$ cat src/rtl/dw_clr_pkg.sv
// Shared types and helpers for the clear-handshake source controller.
package dw_clr_pkg;

    localparam int RETRY_W = 3;

    typedef enum logic [2:0] {
        IDLE       = 3'd0,
        ISSUE      = 3'd1,
        WAIT_PROG  = 3'd2,
        WAIT_CMPLT = 3'd3,
        DONE       = 3'd4,
        FAIL       = 3'd5
    } clr_state_t;

    // Timer width; counts 0..tmo-1, so clog2(tmo) bits suffice.
    function automatic int clr_cnt_w(input int tmo);
        return (tmo <= 2) ? 1 : $clog2(tmo);
    endfunction

endpackage

$ cat src/rtl/dw_clr_tmo_timer.sv
// Wait-state timer: clear / increment, flags terminal count TMO_CYCLES-1.
module dw_clr_tmo_timer
    import dw_clr_pkg::*;
#(
    parameter int TMO_CYCLES = 1024
) (
    input  logic clk,
    input  logic rst_n,
    input  logic clr,
    input  logic inc,
    output logic tc
);

    localparam int CNT_W = clr_cnt_w(TMO_CYCLES);

    logic [CNT_W-1:0] cnt;

    always_ff @(posedge clk) begin
        if (!rst_n || clr)
            cnt <= '0;
        else if (inc)
            cnt <= cnt + 1'b1;
    end

    assign tc = (cnt == CNT_W'(TMO_CYCLES - 1));

endmodule

$ cat src/rtl/dw_clr_initiator.sv
// Source-side clear-handshake controller: launches clr_s, tracks progress,
// retries on timeout and reports done / timeout / sticky err.
module dw_clr_initiator
    import dw_clr_pkg::*;
#(
    parameter int TMO_CYCLES = 1024,
    parameter int RETRY_MAX  = 2
) (
    input  logic               clk,
    input  logic               rst_n,
    input  logic               init_n,
    input  logic               req,
    input  logic               clr_in_prog,
    input  logic               clr_cmplt,
    output logic               clr_s,
    output logic               busy,
    output logic               done,
    output logic               timeout,
    output logic               err,
    output logic [RETRY_W-1:0] retry_cnt
);

    clr_state_t state;
    logic       pending;
    logic       srst_n;
    logic       tmr_clr;
    logic       tmr_inc;
    logic       tmr_tc;
    logic       retry_ok;

    assign srst_n   = rst_n && init_n;
    assign retry_ok = (retry_cnt < RETRY_W'(RETRY_MAX));

    // Timer restarts on launch and again when progress is seen.
    assign tmr_clr = (state == ISSUE) ||
                     (state == WAIT_PROG && !clr_cmplt && clr_in_prog);
    assign tmr_inc = (state == WAIT_PROG) || (state == WAIT_CMPLT);

    dw_clr_tmo_timer #(.TMO_CYCLES(TMO_CYCLES)) u_tmr (
        .clk   (clk),
        .rst_n (srst_n),
        .clr   (tmr_clr),
        .inc   (tmr_inc),
        .tc    (tmr_tc)
    );

    always_ff @(posedge clk) begin
        if (!srst_n) begin
            state     <= IDLE;
            pending   <= 1'b0;
            retry_cnt <= '0;
            clr_s     <= 1'b0;
            busy      <= 1'b0;
            done      <= 1'b0;
            timeout   <= 1'b0;
            err       <= 1'b0;
        end else begin
            clr_s   <= 1'b0;
            done    <= 1'b0;
            timeout <= 1'b0;
            if (req && state != IDLE)
                pending <= 1'b1;
            case (state)
                IDLE: begin
                    if (req) begin
                        state     <= ISSUE;
                        clr_s     <= 1'b1;
                        busy      <= 1'b1;
                        err       <= 1'b0;
                        retry_cnt <= '0;
                    end
                end
                ISSUE: state <= WAIT_PROG;
                WAIT_PROG, WAIT_CMPLT: begin
                    // Completion wins over a coincident timeout.
                    if (clr_cmplt) begin
                        state <= DONE;
                        done  <= 1'b1;
                    end else if (state == WAIT_PROG && clr_in_prog) begin
                        state <= WAIT_CMPLT;
                    end else if (tmr_tc) begin
                        if (retry_ok) begin
                            retry_cnt <= retry_cnt + 1'b1;
                            state     <= ISSUE;
                            clr_s     <= 1'b1;
                        end else begin
                            state   <= FAIL;
                            timeout <= 1'b1;
                            err     <= 1'b1;
                        end
                    end
                end
                DONE: begin
                    pending <= 1'b0;
                    // A req landing in this very cycle counts as pending too.
                    if (pending || req) begin
                        state     <= ISSUE;
                        clr_s     <= 1'b1;
                        retry_cnt <= '0;
                    end else begin
                        state <= IDLE;
                        busy  <= 1'b0;
                    end
                end
                FAIL: begin
                    pending <= 1'b0;
                    state   <= IDLE;
                    busy    <= 1'b0;
                end
                default: begin
                    state   <= IDLE;
                    busy    <= 1'b0;
                    pending <= 1'b0;
                end
            endcase
        end
    end

endmodule

$ cat config.mk
export PLATFORM = sky130hd
export DESIGN_NAME = dw_clr_initiator
export DESIGN_NICKNAME = d
export VERILOG_FILES = /design/src/rtl/dw_clr_pkg.sv /design/src/rtl/dw_clr_tmo_timer.sv /design/src/rtl/dw_clr_initiator.sv
export SDC_FILE = /design/constraint.sdc
export NUM_CORES = 1
export LEC_CHECK = 0
export ABC_AREA = 1
export BUFFER_PORTS_ARGS = -buffer_cell sky130_fd_sc_hd__buf_2
export CAP_MARGIN = 20
export CORE_ASPECT_RATIO = 1.4
export CORE_MARGIN = 2
export CORE_UTILIZATION = 53
export DETAILED_ROUTE_END_ITERATION = 10
export PLACE_DENSITY = 0.74
export SKIP_CTS_REPAIR_TIMING = 1
export SYNTH_ARGS = -nofsm -noshare
export SYNTH_HDL_FRONTEND = slang
export SYNTH_SLANG_ARGS = --single-unit
$ cat constraint.sdc
create_clock -name clk -period 1.5 [get_ports clk]
set_clock_uncertainty 0.05 [all_clocks]
set_input_delay 0.075 -clock clk [delete_from_list [all_inputs] [get_ports clk]]
set_output_delay 0.075 -clock clk [all_outputs]
set_load 0.01 [all_outputs]
==> results by group <==
Worst setup path
  – Slowest CP cell: dfxtp_2
  – CP Launch Type: flop
  – Setup Crit Path Kind: reg2reg
  – Top delay family on crit path: simple AND/OR/NAND/NOR gates
  – CP Max Fanout: 8
  – Critical path buffer and inverter count: 1
  – CP arrival: 1560 ps
  – Worst path cell trace: nor2_8 -> nand2_1 -> nor2_1 -> nor3_4 -> inv_2 -> nor3b_2
  – Worst Path Required: 1690 ps
  – Setup crit end kind: flop
  – Slowest stage delay, CP: 490 ps

Global route
  – Vias in the first global route: 956
  – Initial antenna violation count: 0
  – M3 GR Usage: 0.0190
  – Largest net degree at the start of global routing: 13
  – Global-route wire length before repair: 3640 µm
  – GRT met2 Usage: 0.368
  – Met1 Usage GRT: 0.194
  – GRT Util Overall: 0.192
  – Top Usage Layer GRT: met2
  – Grt ovf: 0

Die
  – Die Area: 2410 µm²
  – Initial core utilization: 0.552
  – Die Wd: 42.1 µm
  – Row cnt: 19
  – Die height: 57.3 µm
  – I/O pins: 14
  – Core footprint: 1950 µm²

Finish
  – Core Util, Final: 0.644
  – Share of cells above drive strength 1: 0.228
  – # fillers: 181
  – Diodes inserted: 0
  – Area Overhead vs Synth: 16.7%
  – Total Nets Final: 180

Drt
  – TritonRoute pass-1 iters: 4
  – Routed wire per std cell: 10.8 µm
  – # DRC: 0
  – Routed vias/inst: 5.21
  – Antenna Nets Post-Route: 0
  – DR vias: 1001
  – DRT Wirelength: 2070 µm
  – Initial DRC count: 12

Timing
  – Max frequency: 731 MHz
  – Tcrit/Tclk final: 0.912
  – Worst-Margin Slew: 505 ps
  – Setup-failing EPs final: 0
  – TNS Setup: 0 ps
  – Final hold violation count: 0
  – Final Max Slew Viols: 0
  – Max_slew headroom: 0.661
  – RSZ-0062 raised after global routing: no
  – Fin crit period: 1370 ps

Clock network
  – Clock tree buffer depth: 2
  – H-tree levels: 1
  – TritonCTS Buffers: 3
  – CTS tree: built
  – Clock slew at reported path FFs: 120 ps
  – Worst-Skew Late Latency: 300 ps
  – CTS Root Cell: clkbuf_4
  – CTS Sinks: 22

Flow run
  – # Max-Cap Violations: 0

Power
  – Leak: 0.562 nW
  – Tot Pwr: 1.01 mW
  – Maximum vdd drop: 615 µV
  – PD cells: 803 nW/µm²

Logic synthesis
  – Synth unique cells: 23
  – Synth Area per Inst: 7.13 µm²
  – Seq cells post-synth: 22
  – Yosys warnings: 0
  – Post-synthesis instance area: 1080 µm²
  – Post-Syn Nets: 159
  – Gate count of the mapped netlist: 151
  – Register area share after synthesis: 0.409

Run status
  – Outcome: finished, final reports clean

Placed design
  – Port bufs: 13
  – Final HPWL DP: 1670 µm
  – Routability cong.: 0.795

Worst hold path
  – Hold Crit Class: in2reg
## synth_stat cells
cell	instances	share of area
nand2_1	37	0.13
dfxtp_1	22	0.41
nor2_1	20	0.070
inv_1	18	0.063
a21oi_1	14	0.065
nor3_1	5	0.023
o21ai_0	5	0.023
inv_2	4	0.014
nand3_1	4	0.019
o21ai_1	4	0.019
ha_1	2	0.023
nand2_2	2	0.012
nor2_2	2	0.012
nor3_4	2	0.030
xor2_1	2	0.016
and3_1	1	0.0058
buf_4	1	0.0070
nand3b_1	1	0.0070
nand3b_2	1	0.010
nor2_8	1	0.019
nor3b_2	1	0.012
nor4_1	1	0.0058
o21bai_1	1	0.0070
## cells by family (layout without fill, tap and decap cells)
kind of cell	Yosys count	in the layout	share of synthesized area
buf+inv	23	43	0.0837
compound gates	24	24	0.114
fa+ha+maj	2	2	0.0233
xor+xnor	2	2	0.0163
flops	22	22	0.409
simple gates	78	78	0.353
## worst paths after layout
kind / to / slack, ps / cells past startpoint / start
worst max-delay path: u_tmr.cnt[2] / 130 / 6 / state[2]
worst min-delay path: err / 30 / 4 / req
worst max register to register: u_tmr.cnt[2] / 130 / 6 / state[2]
worst min register to register: retry_cnt[2] / 430 / 2 / retry_cnt[2]
## registers in the layout, summed over array words and instances (netlist names)
signal,flops
pending,1
done,1
u_tmr.cnt,10
err,1
retry_cnt,3
timeout,1
clr_s,1
state,3
busy,1
## per-stage QoR
stage | instance area, µm² | cells | setup WS (ps) | hold WS [ps]
floorplan | 1080 | 151 | 222 | 168
global placement | 1180 | 187 | 108 | 299
detailed placement | 1180 | 187 | 31.9 | 293
CTS | 1220 | 191 | 3.43 | -31.1
global route | 1260 | 192 | 13.1 | 82.2
finish | 1260 | 192 | 133 | 33.4
## layout by cell type, fill, tap and decap left out
cell | Yosys | layout
o21bai_1 | 1 | 1
nand3_1 | 4 | 4
clkbuf_8 | 0 | 1
nand2_2 | 2 | 3
nor2_1 | 20 | 20
o21ai_0 | 5 | 5
a21oi_1 | 14 | 14
buf_4 | 1 | 3
clkbuf_4 | 0 | 3
nor2_2 | 2 | 1
nand3b_1 | 1 | 1
nor2_8 | 1 | 1
dfxtp_2 | 0 | 3
nor3_1 | 5 | 5
buf_2 | 0 | 13
inv_2 | 4 | 4
nor3_4 | 2 | 2
nand2_1 | 37 | 36
nor4_1 | 1 | 1
xor2_1 | 2 | 2
dlygate4sd3_1 | 0 | 1
and3_1 | 1 | 1
dfxtp_1 | 22 | 18
inv_1 | 18 | 18
ha_4 | 0 | 1
dfxtp_4 | 0 | 1
nor2_4 | 0 | 1
ha_1 | 2 | 1
o21ai_1 | 4 | 4
nand3b_2 | 1 | 1
nor3b_2 | 1 | 1
## layout make-up
class	count	area (µm²)	share of cell area
Timing Repair Buffer	17	97.6	0.0777
Tap cell	21	26.3	0.0209
Multi-Input combinational cell	106	566	0.450
Sequential cell	22	448	0.357
Inverter	22	82.6	0.0657
Clock buffer	4	36.3	0.0289
## power breakdown
group	switching [mW]	internal (mW)
Combinational	0.0624	0.0339
Sequential	0.00470	0.590
Clock	0.170	0.148
## layer usage
metal / routed length [µm] / part of all wire
met2: 1120 / 0.54
met3: 57 / 0.028
met4: 59 / 0.029
met5: 0 / 0
met1: 832 / 0.40
## worst register-to-register path, stage by stage (launching register included)
cell and delay [ps]:
dfxtp_2 490, nor2_8 80, nand2_1 100, nor2_1 90, nor3_4 230, inv_2 110, nor3b_2 160
Note: power is estimated with default switching activity, not from simulation.
